==> src/rtl/vreg_port_arbiter_pkg.sv <==
// Shared core constants and types for the vector register port arbiter.
package vreg_port_arbiter_pkg;

   localparam int VECTOR_REG_DEPTH  = 16;
   localparam int VECTOR_REG_WIDTH  = 16;
   localparam int NUM_OF_VECTOR_REG = 32;
   localparam int NUM_VREG_REQ      = 5;
   localparam int LSU_REQ_ID        = 4;
   localparam int VREG_MAX_BURST    = 8;

   typedef enum logic {
      ARB_IDLE,
      ARB_BURST
   } arb_state_e;

   function automatic int wrap_inc(input int i, input int n);
      return (i + 1 >= n) ? 0 : i + 1;
   endfunction

endpackage

==> src/rtl/vreg_port_arbiter_rr_lock_arbiter.sv <==
// Round-robin arbiter with bounded burst lock for one register port.
// VREG_ARB_LSU_PRIORITY_EN: the top requester wins arbitration from IDLE.
module rr_lock_arbiter
   import vreg_port_arbiter_pkg::*;
#(
   parameter int NUM_REQ   = NUM_VREG_REQ,
   parameter int MAX_BURST = VREG_MAX_BURST
) (
   input  logic               i_clk,
   input  logic               i_reset,
   input  logic [NUM_REQ-1:0] i_req,
   input  logic [NUM_REQ-1:0] i_last,
   output logic [NUM_REQ-1:0] o_gnt
);

   localparam int IW = (NUM_REQ > 1) ? $clog2(NUM_REQ) : 1;
   localparam int CW = $clog2(MAX_BURST + 1);
   localparam int LSU_ID = NUM_REQ - 1;
`ifdef VREG_ARB_LSU_PRIORITY_EN
   localparam bit LSU_PRIO = 1'b1;
`else
   localparam bit LSU_PRIO = 1'b0;
`endif

   arb_state_e        r_state, w_state_nxt;
   logic [IW-1:0]     r_ptr, w_ptr_nxt;
   logic [IW-1:0]     r_owner, w_owner_nxt;
   logic [CW-1:0]     r_cnt, w_cnt_nxt;
   logic [NUM_REQ-1:0] w_gnt;
   logic              w_any;
   logic [IW-1:0]     w_win;

   // Reverse scan so the requester closest to ptr is assigned last.
   always_comb begin
      w_any = 1'b0;
      w_win = '0;
      for (int k = NUM_REQ - 1; k >= 0; k--) begin
         if (i_req[(int'(r_ptr) + k) % NUM_REQ]) begin
            w_any = 1'b1;
            w_win = IW'((int'(r_ptr) + k) % NUM_REQ);
         end
      end
      if (LSU_PRIO && i_req[LSU_ID]) begin
         w_any = 1'b1;
         w_win = IW'(LSU_ID);
      end
   end

   always_comb begin
      w_state_nxt = r_state;
      w_ptr_nxt   = r_ptr;
      w_owner_nxt = r_owner;
      w_cnt_nxt   = r_cnt;
      w_gnt       = '0;
      unique case (r_state)
         ARB_IDLE: begin
            if (w_any) begin
               w_gnt[w_win] = 1'b1;
               if (!i_last[w_win] && MAX_BURST > 1) begin
                  w_state_nxt = ARB_BURST;
                  w_owner_nxt = w_win;
                  w_cnt_nxt   = CW'(1);
               end else if (!(LSU_PRIO && int'(w_win) == LSU_ID)) begin
                  w_ptr_nxt = IW'(wrap_inc(int'(w_win), NUM_REQ));
               end
            end
         end
         ARB_BURST: begin
            if (i_req[r_owner]) begin
               w_gnt[r_owner] = 1'b1;
               w_cnt_nxt = r_cnt + CW'(1);
            end
            if (!i_req[r_owner] || i_last[r_owner] ||
                int'(r_cnt) + 1 >= MAX_BURST) begin
               w_state_nxt = ARB_IDLE;
               w_cnt_nxt   = '0;
               if (!(LSU_PRIO && int'(r_owner) == LSU_ID))
                  w_ptr_nxt = IW'(wrap_inc(int'(r_owner), NUM_REQ));
            end
         end
         default: w_state_nxt = ARB_IDLE;
      endcase
   end

   assign o_gnt = i_reset ? '0 : w_gnt;

   always_ff @(posedge i_clk) begin
      if (i_reset) begin
         r_state <= ARB_IDLE;
         r_ptr   <= '0;
         r_owner <= '0;
         r_cnt   <= '0;
      end else begin
         r_state <= w_state_nxt;
         r_ptr   <= w_ptr_nxt;
         r_owner <= w_owner_nxt;
         r_cnt   <= w_cnt_nxt;
      end
   end

endmodule

==> src/rtl/vreg_port_arbiter.sv <==
// Shares one vector register's read and write ports between lanes and LSU.
// VREG_ARB_LSU_PRIORITY_EN: LSU wins new arbitrations on both sides.
module vreg_port_arbiter
   import vreg_port_arbiter_pkg::*;
#(
   parameter int NUM_REQ   = NUM_VREG_REQ,
   parameter int ADDR_W    = $clog2(VECTOR_REG_DEPTH),
   parameter int DATA_W    = VECTOR_REG_WIDTH,
   parameter int MAX_BURST = VREG_MAX_BURST
) (
   input  logic                           i_clk,
   input  logic                           i_reset,
   input  logic [NUM_REQ-1:0]             i_rd_req,
   input  logic [NUM_REQ-1:0][ADDR_W-1:0] i_rd_addr,
   input  logic [NUM_REQ-1:0]             i_rd_last,
   output logic [NUM_REQ-1:0]             o_rd_gnt,
   output logic [NUM_REQ-1:0]             o_rd_rsp_vld,
   output logic [DATA_W-1:0]              o_rd_rsp_data,
   input  logic [NUM_REQ-1:0]             i_wr_req,
   input  logic [NUM_REQ-1:0][ADDR_W-1:0] i_wr_addr,
   input  logic [NUM_REQ-1:0][DATA_W-1:0] i_wr_data,
   input  logic [NUM_REQ-1:0]             i_wr_last,
   output logic [NUM_REQ-1:0]             o_wr_gnt,
   output logic [ADDR_W-1:0]              o_read_addr,
   input  logic [DATA_W-1:0]              i_reg_data,
   output logic                           o_write,
   output logic [ADDR_W-1:0]              o_write_addr,
   output logic [DATA_W-1:0]              o_write_data
);

   logic [NUM_REQ-1:0] w_rd_beat, w_wr_beat;
   logic [NUM_REQ-1:0] r_rsp_vld;
   logic [ADDR_W-1:0]  r_read_addr, w_rd_addr;
   logic [ADDR_W-1:0]  w_wr_addr;
   logic [DATA_W-1:0]  w_wr_data;

   rr_lock_arbiter #(
      .NUM_REQ   (NUM_REQ),
      .MAX_BURST (MAX_BURST)
   ) u_rd_arb (
      .i_clk   (i_clk),
      .i_reset (i_reset),
      .i_req   (i_rd_req),
      .i_last  (i_rd_last),
      .o_gnt   (o_rd_gnt)
   );

   rr_lock_arbiter #(
      .NUM_REQ   (NUM_REQ),
      .MAX_BURST (MAX_BURST)
   ) u_wr_arb (
      .i_clk   (i_clk),
      .i_reset (i_reset),
      .i_req   (i_wr_req),
      .i_last  (i_wr_last),
      .o_gnt   (o_wr_gnt)
   );

   assign w_rd_beat = i_rd_req & o_rd_gnt;
   assign w_wr_beat = i_wr_req & o_wr_gnt;

   // Grants are one-hot, so an OR-mux selects the winner.
   always_comb begin
      w_rd_addr = '0;
      w_wr_addr = '0;
      w_wr_data = '0;
      for (int i = 0; i < NUM_REQ; i++) begin
         if (w_rd_beat[i]) w_rd_addr = w_rd_addr | i_rd_addr[i];
         if (w_wr_beat[i]) begin
            w_wr_addr = w_wr_addr | i_wr_addr[i];
            w_wr_data = w_wr_data | i_wr_data[i];
         end
      end
   end

   assign o_read_addr = i_reset ? '0 :
                        (|w_rd_beat) ? w_rd_addr : r_read_addr;
   assign o_write      = |w_wr_beat;
   assign o_write_addr = w_wr_addr;
   assign o_write_data = w_wr_data;

   // Gating with reset drops the response of a beat issued just before it.
   assign o_rd_rsp_vld  = i_reset ? '0 : r_rsp_vld;
   assign o_rd_rsp_data = i_reset ? '0 : i_reg_data;

   always_ff @(posedge i_clk) begin
      if (i_reset) begin
         r_rsp_vld   <= '0;
         r_read_addr <= '0;
      end else begin
         r_rsp_vld   <= w_rd_beat;
         r_read_addr <= o_read_addr;
      end
   end

endmodule

==> config.mk <==
export PLATFORM = sky130hd
export DESIGN_NAME = vreg_port_arbiter
export DESIGN_NICKNAME = d
export VERILOG_FILES = /design/src/rtl/vreg_port_arbiter_pkg.sv /design/src/rtl/vreg_port_arbiter_rr_lock_arbiter.sv /design/src/rtl/vreg_port_arbiter.sv
export SDC_FILE = /design/constraint.sdc
export NUM_CORES = 1
export LEC_CHECK = 0
export ABC_AREA = 1
export ABC_CLOCK_PERIOD_IN_PS = 4000
export CAP_MARGIN = 20
export CORE_MARGIN = 2
export CORE_UTILIZATION = 42
export CTS_CLUSTER_DIAMETER = 120
export DETAILED_ROUTE_END_ITERATION = 10
export PLACE_DENSITY = 0.84
export SYNTH_ARGS = -nofsm -noshare
export SYNTH_HDL_FRONTEND = slang
export SYNTH_HIERARCHICAL = 1
export SYNTH_SLANG_ARGS = --single-unit
==> constraint.sdc <==
create_clock -name i_clk -period 4 [get_ports i_clk]
set_input_delay 0.4 -clock i_clk [delete_from_list [all_inputs] [get_ports i_clk]]
set_output_delay 0.4 -clock i_clk [all_outputs]
set_load 0.02 [all_outputs]
==> results.txt, run 1 <==
The run finished, with violations left. The checks that failed: negative setup slack. The dominant register cell in the synthesized netlist is sky130_fd_sc_hd__dfxtp_1.

On the final layout, the worst hold slack is 496 ps. The peak per-stage delay on the critical path is 370 ps. In the post-route analysis, the smallest setup slack over all paths is -983 ps. The ratio of cells with drive above 1 in the final layout came out at 42.8%. The startpoint kind of the worst setup timing path is a flip-flop. The HPWL after detailed placement is 17.1 mm. Once layout is done, the placed cells without fillers occupy 0.0116 sq mm. The final routed wirelength across all metal layers came out at 32.3 mm.

The largest net degree at the start of global routing came out at 26. The cell depth of the worst flop-to-flop path came out at 35. The clock-pin slew of the registers on the worst-case setup and hold paths came out at 50 ps.

After detailed routing, the number of vias per cell comes to 5.93. TritonCTS built the clock tree. The number of warning messages in the yosys log came out at 6.

After detailed routing, the average wire length per cell comes to 19.9 um. The cell sitting at the root of the clock tree is a sky130_fd_sc_hd__clkbuf_16. The average footprint of a synthesized cell came out at 5.68 sq um.

The measured slew at the worst slew-check pin is 1030 ps. The count of endpoints failing hold in the final timing report came out at 0. The total clock buffers created by CTS came out at 5. The relative slew slack came out at 31.2%.

The area growth from synthesis to layout is 95.8%. After global routing the overflow that remains totals 0. The final setup violation count came out at 50. The number of different library cells in the post-synthesis netlist is 51. Based on the critical path, the design can be clocked at up to 201 MHz. The share of flip-flops with an asynchronous set or reset came out at 0%.

The total of flip-flops plus latches after synthesis came out at 31. The critical-path maximum fanout is 7. The final max-slew violation count is 0. The hold path depth came out at 2. The setup check on the worst reg-to-reg path leaves a slack of -940 ps. The number of levels the H-tree was split into is 2. The synthesized instance count is 1041. The remaining antenna violation count is 0. After the last flow step, the layout net total stands at 1655. After layout, the minimum clock period comes to 4980 ps. The post-route DRC violation count is 0.

The post-placement worst setup slack is -692 ps. Port buffering added 213 buffers. The number of buffers between clock root and the deepest sink is 2.

The y dimension of the die is 123 um. The vias after detailed routing came out at 9641. The share of the clock period used by the worst path after layout is 125%. The number of DRC violations after detailed-routing iteration 0 is 1079. The worst hold path belongs to the class reg2reg. Clock latency on the worst-skew pair, taken at its later pin, is 270 ps.

Sequential cells were found to cover 10.5% of the synthesized design area. Yosys mapped a number of flops with a built-in enable equal to 0. The instance area after placement came out at 0.00966 sq mm. After clock tree synthesis, the flow added hold-fix buffers numbering 0. The count of filler cells inserted in the layout came out at 658.

The die outline width came out at 123 um. The worst hold path terminates at r_read_addr[1]. The number of violations of the max-capacitance limit came out at 0. The die covers 0.0151 sq mm. In this run the critical register-to-register path is captured at u_wr_arb/r_owner[0]. The startpoint identified for the worst register-to-register timing path is u_wr_arb/r_ptr[1].

The first global-routing pass estimated 36.9 mm of wire. For this configuration, the core starts out at a cell density of 42.8%. The data required time at the worst endpoint is 3600 ps. The setup clock skew after layout is 2.27 ps. The number of global-route vias before repair came out at 8246. The initial antenna violation count is 0.

The weighted congestion at the end of routability-driven global placement came out at 0.953. The post-synthesis instance area is 0.00592 sq mm. The count of antenna diodes in the layout came out at 0.

The number of ports placed on the die boundary came out at 214. The worst-path cell with the longest stage delay is sky130_fd_sc_hd__dfxtp_4. The net count after synthesis came out at 1250. The launch point of the worst hold path is r_read_addr[1]. The critical path is of the reg2out type.

The arrival time reported for the critical path endpoint is 4580 ps. Among the stages of the critical path, the cell type that occurs most often is sky130_fd_sc_hd__nand2_1. Setup repair after global routing could not meet its margin everywhere. The number of clock sinks seen by CTS came out at 31.

After floorplanning, the core was sized to cover 0.0138 sq mm. Across every metal layer, demand over resource in global routing totals 29.4%. The worst setup path is captured at an output port. The count of standard-cell rows is 43.

The pre-antenna-repair detailed-routing pass consisted of 5 iterations.
synthesized netlist by cell type (2+ instances only):
cell / instances / area (sq um)
sky130_fd_sc_hd__clkbuf_1: 4 / 15.0
sky130_fd_sc_hd__nand3_1: 145 / 726
sky130_fd_sc_hd__buf_2: 18 / 90.1
sky130_fd_sc_hd__buf_6: 5 / 56.3
sky130_fd_sc_hd__xor2_1: 10 / 87.6
sky130_fd_sc_hd__a21oi_1: 65 / 325
sky130_fd_sc_hd__nor3_1: 6 / 30.0
sky130_fd_sc_hd__nor2_1: 101 / 379
sky130_fd_sc_hd__a31oi_1: 4 / 25.0
sky130_fd_sc_hd__o22ai_1: 2 / 12.5
sky130_fd_sc_hd__inv_2: 14 / 52.6
sky130_fd_sc_hd__ha_1: 50 / 626
sky130_fd_sc_hd__o21ai_2: 2 / 17.5
sky130_fd_sc_hd__o21a_1: 2 / 15.0
sky130_fd_sc_hd__inv_1: 126 / 473
sky130_fd_sc_hd__nor2_2: 2 / 12.5
sky130_fd_sc_hd__o211ai_1: 3 / 22.5
sky130_fd_sc_hd__nor2_4: 5 / 56.3
sky130_fd_sc_hd__clkinv_1: 5 / 18.8
sky130_fd_sc_hd__clkbuf_8: 2 / 27.5
sky130_fd_sc_hd__o21ai_0: 20 / 100
sky130_fd_sc_hd__nand3_2: 7 / 70.1
sky130_fd_sc_hd__nand2_1: 289 / 1080
sky130_fd_sc_hd__xnor2_1: 3 / 26.3
sky130_fd_sc_hd__nand2_2: 37 / 231
sky130_fd_sc_hd__nand4_1: 17 / 106
sky130_fd_sc_hd__a211oi_1: 7 / 52.6
sky130_fd_sc_hd__a21oi_4: 3 / 48.8
sky130_fd_sc_hd__nor4_1: 3 / 18.8
sky130_fd_sc_hd__o21ai_1: 12 / 60.1
sky130_fd_sc_hd__nand3b_1: 9 / 67.6
sky130_fd_sc_hd__o21bai_1: 2 / 15.0
sky130_fd_sc_hd__dfxtp_1: 31 / 621
sky130_fd_sc_hd__a21oi_2: 5 / 43.8
sky130_fd_sc_hd__nand3_4: 2 / 35.0
sky130_fd_sc_hd__nand2_4: 8 / 90.1
state kept, by name, summed over array words and instances, names as in the netlist:
register          flops
r_read_addr           4
r_rsp_vld             5
u_rd_arb/r_cnt        4
u_rd_arb/r_owner      3
u_rd_arb/r_ptr        3
u_rd_arb/r_state      1
u_wr_arb/r_cnt        4
u_wr_arb/r_owner      3
u_wr_arb/r_ptr        3
u_wr_arb/r_state      1
stage by stage:
step           TNS, ps  instances  util (%)
2_1_floorplan    -4280       1041         -
3_5_place_dp    -18150       1552      69.9
5_1_grt         -41370       1627      83.8
4_1_cts         -13710       1603      76.9
6_report        -33020       1627      83.8
3_3_place_gp    -14430       1552      69.9
logic make-up after synthesis:
logic type / count (synthesis) / share of synthesized area (%)
AO/OA/AOI/OAI: 131 / 13.1
adder cells (fa/ha/maj): 51 / 10.9
XOR/XNOR: 16 / 2.94
buffers and inverters: 177 / 12.6
AND/OR/NAND/NOR: 635 / 49.9
flip-flops: 31 / 10.5
critical path: cells and delay by family (launching register included):
kind / cells / cell delay [ps]
fa+ha+maj: 3 / 650
simple gates: 15 / 1350
compound gates: 7 / 1090
flops: 1 / 370
xor+xnor: 1 / 200
buf+inv: 6 / 610
routing by layer:
layer,up-vias,share of wire (%),track usage [%]
met3,292,11,4.79
met2,784,49,56.1
met5,-,0,0
met4,0,7.9,9.05
li1,4167,-,-
met1,4398,32,33.0
worst max-delay path by stage:
stage / startpoint / to / cells after the start
after floorplan: u_wr_arb/r_ptr[2] / o_write_addr[0] / 28
after detailed placement: u_wr_arb/r_ptr[1] / o_write_addr[1] / 28
after global placement: u_wr_arb/r_ptr[1] / o_write_addr[1] / 28
after global routing: u_wr_arb/r_ptr[1] / o_write_data[14] / 34
final: u_wr_arb/r_ptr[1] / o_write_data[13] / 32
after CTS: u_wr_arb/r_ptr[1] / o_write_data[1] / 34
cell type report:
cell class	instances	area, sq um	share of cell area [%]
clock buffer	6	139	1.20
multi-input combinational	833	5910	51.0
tap	180	225	1.94
timing repair buffer	428	4040	34.9
clock inverter	2	35.0	0.302
sequential	31	637	5.50
inverter	147	598	5.16
placed cells by master, fill, tap and decap left out, drive strengths merged:
cell | netlist | routed
a211o | 1 | 1
a211oi | 7 | 7
a21oi | 73 | 73
a22oi | 1 | 1
a31oi | 4 | 4
a41oi | 1 | 1
and3 | 1 | 1
buf | 24 | 250
bufinv | 0 | 1
clkbuf | 6 | 7
clkdlybuf4s50 | 0 | 177
clkinv | 6 | 8
dfxtp | 31 | 31
fa | 1 | 1
ha | 50 | 50
inv | 141 | 140
nand2 | 334 | 334
nand3 | 154 | 154
nand3b | 9 | 9
nand4 | 18 | 18
nor2 | 108 | 108
nor3 | 7 | 7
nor4 | 3 | 3
o211ai | 3 | 3
o21a | 2 | 2
o21ai | 34 | 34
o21bai | 2 | 2
o22ai | 2 | 2
o31ai | 1 | 1
or2 | 1 | 1
xnor2 | 5 | 5
xor2 | 11 | 11
repair_timing:
| action | 4_1_cts | 5_1_grt |
|---|---|---|
| cloned | 0 | 1 |
| buffers inserted | 45 | 37 |
| pin swaps | 67 | 90 |
| endpoints found under the setup margin | 35 | 52 |
| hold endpoints to repair | 0 | 0 |
| resized for setup | 302 | 216 |
Power of run 1 is left out: the tool's default activity adds up to more than one toggle a clock period on the data nets, which glitch-free logic cannot reach.
==> run 2, diff against run 1 <==
Settings changed: CTS_CLUSTER_DIAMETER 120 to 30, GPL_ROUTABILITY_DRIVEN from default to 0, TNS_END_PERCENT from default to 5.
==> results.txt, run 2 (synthesis gave the netlist of run 1 again) <==
The post-placement worst setup slack came to -697 ps (-4.70 ps). The HPWL after detailed placement was 16.8 mm (-1.6%). The initial antenna violation count is 0 (unchanged). The library cell used most frequently in the layout, excluding fill and tap cells, is sky130_fd_sc_hd__nand2_1.

The number of input and output port buffers inserted is 213 (unchanged). The detailed-routing iteration count for the pre-antenna-repair pass is 6 (+1). The dominant cell type by count on the critical path is sky130_fd_sc_hd__nand2_4. The number of global-route vias before repair came out at 7442 (-9.8%). Among all stages on the critical path, the largest delay is contributed by sky130_fd_sc_hd__dfxtp_4. The number of levels the H-tree was split into is 2 (unchanged). The met2 wirelength from detailed routing was 11.3 mm (-28%).

The number of buffers between clock root and the deepest sink was 2 (unchanged). The post-cts hold buffer count is 0 (unchanged). The number of DRC violations after detailed-routing iteration 0 is 515 (-52%). The peak per-stage delay on the critical path came to 370 ps (about the same). The post-route DRC violation count came out at 0 (unchanged). The arrival time reported for the critical path endpoint is 4300 ps (-280 ps).

The end-of-flow core utilization is 73.1% (-11 points). The placed instance count came out at 1552 (unchanged). The overflow left after global routing came out at 0 (unchanged).

The count of standard-cell rows came out at 43 (unchanged). STA classifies the critical path startpoint as a flip-flop. The area added between synthesis and finish is 70.7%.

The setup slack after layout came to -702 ps (+281 ps). The wire length of the first global-routing pass is 33.1 mm (-10%). The number of clock sinks seen by CTS is 31 (unchanged). The net count reported at finish came to 1608 (-2.8%).

The total negative setup slack is -16190 ps (+16830 ps). The fraction of power spent switching nets is 53.6%. The cell sitting at the root of the clock tree is a sky130_fd_sc_hd__clkbuf_16. The final routed wirelength across all metal layers is 22.0 mm (-32%). The critical-path maximum fanout is 8 (+1). The met1 wire length came to 8.71 mm (-17%). The total clock buffers created by CTS is 5 (unchanged). The overall power came out at 11.0 mW.

The starting utilization of the core area is 42.8% (unchanged). The count of endpoints failing hold in the final timing report came out at 0 (unchanged). The internal portion of total power is 5.08 mW. The worst hold path begins at u_rd_arb/r_cnt[3]. Registers are responsible for 4.8% of the overall power.

The ratio of cells with drive above 1 in the final layout came to 30.5% (-12 points). Setup repair after global routing could not meet its margin everywhere. The number of violations of the max-capacitance limit is 0 (unchanged). The data required time at the worst endpoint was 3600 ps (about the same). The die outline width came out at 123 um (unchanged). The number of ports placed on the die boundary is 214 (unchanged). Ranked by flip-flop count, first place goes to r_rsp_vld.

The smallest hold slack is 473 ps (-23.2 ps). Routed signal wires occupy layers up through met4. In this run the worst setup path begins at u_wr_arb/r_ptr[1]. The clock network is responsible for 3.5% of the overall power.

The share of the clock period used by the worst path after layout was 118% (-7.0 points). The placeable core area is 0.0138 sq mm (unchanged). The run finished, with violations left.

The worst setup path is captured at an output port. The post-route cell area is 0.0101 sq mm (-13%). The setup clock skew after layout came out at 3.35 ps (+1.08 ps). The analysis attributes to cell leakage a power of 5.12 nW. In this run the critical register-to-register path is launched from u_wr_arb/r_ptr[1]. The final max-slew violation count came to 0 (unchanged). The post-layout minimum cycle time came to 4700 ps (-281 ps). The slack of the worst reg-to-reg path came out at 40 ps (+980 ps). The routed length on met3 came to 1.50 mm (-57%). The measured slew at the worst slew-check pin is 459 ps (-572 ps). The power density over the cells is 1080 mW/mm^2.

The instance area after placement came to 0.00947 sq mm (-2.0%). The final reports fail on negative setup slack. The number of standard cells in the final layout excluding fillers is 1580 (-2.9%). The number of flip-flops under the largest register name is 5 (unchanged). The clock-pin slew of the registers on the worst-case setup and hold paths was 50 ps (about the same). The critical path in this run is classified as reg2out. The cell depth of the worst flop-to-flop path came out at 28 (-20%). The die outline area is 0.0151 sq mm (unchanged). The endpoint of the worst register-to-register path is u_wr_arb/r_ptr[0]. The relative contribution of combinational cells to total power is 91.7%. The latest clock arrival within the worst-skew pair came out at 270 ps (about the same). The relative slew slack is 69.2% (+38 points). For hold timing, the worst endpoint is u_rd_arb/r_cnt[3]. Summed over all nets, the switching power comes to 5.87 mW.

TritonCTS built the clock tree. The tightest min-delay check is of the reg2reg type. The overall track demand over capacity in global routing is 26.4% (-3.1 points). The vias after detailed routing came out at 8227 (-15%). The remaining antenna violation count is 0 (unchanged).

The final setup violation count came to 32 (-36%). The highest clock rate is 213 MHz (+6.0%). The worst ir drop on vdd is 0.000786 V.

The y dimension of the die came out at 123 um (unchanged). The post-detailed-route via-to-cell ratio is 5.21 (-12%). The final routed wire length divided by cell count is 14.0 um (-30%). In the layout the commonest cells are sky130_fd_sc_hd__nand2_1 (267), sky130_fd_sc_hd__clkdlybuf4s50_1 (177), sky130_fd_sc_hd__buf_4 (172), sky130_fd_sc_hd__nand3_1 (115), sky130_fd_sc_hd__inv_1 (113). The hold path depth was 2 (unchanged).

The largest net degree at the start of global routing is 25 (-3.8%). The count of antenna diodes in the layout came out at 0 (unchanged).
[run 2: changes by cell type in the layout (fill, tap and decap cells not counted), moves of 23 or more]
cell and delta:
sky130_fd_sc_hd__buf_6 -36, sky130_fd_sc_hd__nand2_1 +63, sky130_fd_sc_hd__nand2_2 -40, sky130_fd_sc_hd__nand2_4 -23
sky130_fd_sc_hd__nand3_1 +29, sky130_fd_sc_hd__nand3_2 -24
[run 2: worst max path at each step]
stage                           end  slack (ps)  depth (start not counted)
floorplan           o_write_addr[0]        -300                         32
global placement     o_read_addr[0]        -590                         29
detailed placement   o_read_addr[0]        -700                         27
CTS                 o_write_addr[3]        -470                         34
global route        o_write_addr[3]        -930                         31
finish              o_write_addr[3]        -700                         31
[run 2: layout make-up]
type                       count  area (sq um)
multi-input combinational    833          5050
clock inverter                 1          7.51
tap                          180           225
timing repair buffer         381          3460
fill                        1013          3730
inverter                     147           571
clock buffer                   7           153
sequential                    31           633
[run 2: power by group through the flow]
stage	logic (mW)	registers, mW	clock network, mW
after floorplan	5.71	0.502	0
after detailed placement	8.88	0.521	0
after global placement	8.64	0.515	0
after CTS	9.22	0.517	0.393
after global routing	11.0	0.535	0.407
final	10.0	0.525	0.386
[run 2: per-layer routing]
metal,global-route usage (%),vias up
li1,-,4082
met1,32.9,3760
met2,48.4,322
met3,3.25,63
met4,5.17,0
met5,0,-
[run 2: what timing repair did]
action | CTS | global route
pin swaps | 8 | 51
gates cloned | 1 | 0
endpoints found under the setup margin | 35 | 53
buffers inserted | 11 | 8
gates resized for setup | 187 | 79
[run 2: worst max-delay path, delay by kind of cell, from the launching register on]
kind | cells | cell delay [ps]
AO/OA/AOI/OAI | 7 | 1050
XOR/XNOR | 1 | 220
adder cells (fa/ha/maj) | 3 | 660
buffers and inverters | 6 | 640
flip-flops | 1 | 370
AND/OR/NAND/NOR | 14 | 1090
Power figures use the tool's default switching activity.
==> run 3, diff against run 2 <==
Settings changed: GPL_TIMING_DRIVEN from default to 1.
==> results of run 3 <==
Final layout, timing and power as in run 2 (identical DEF).
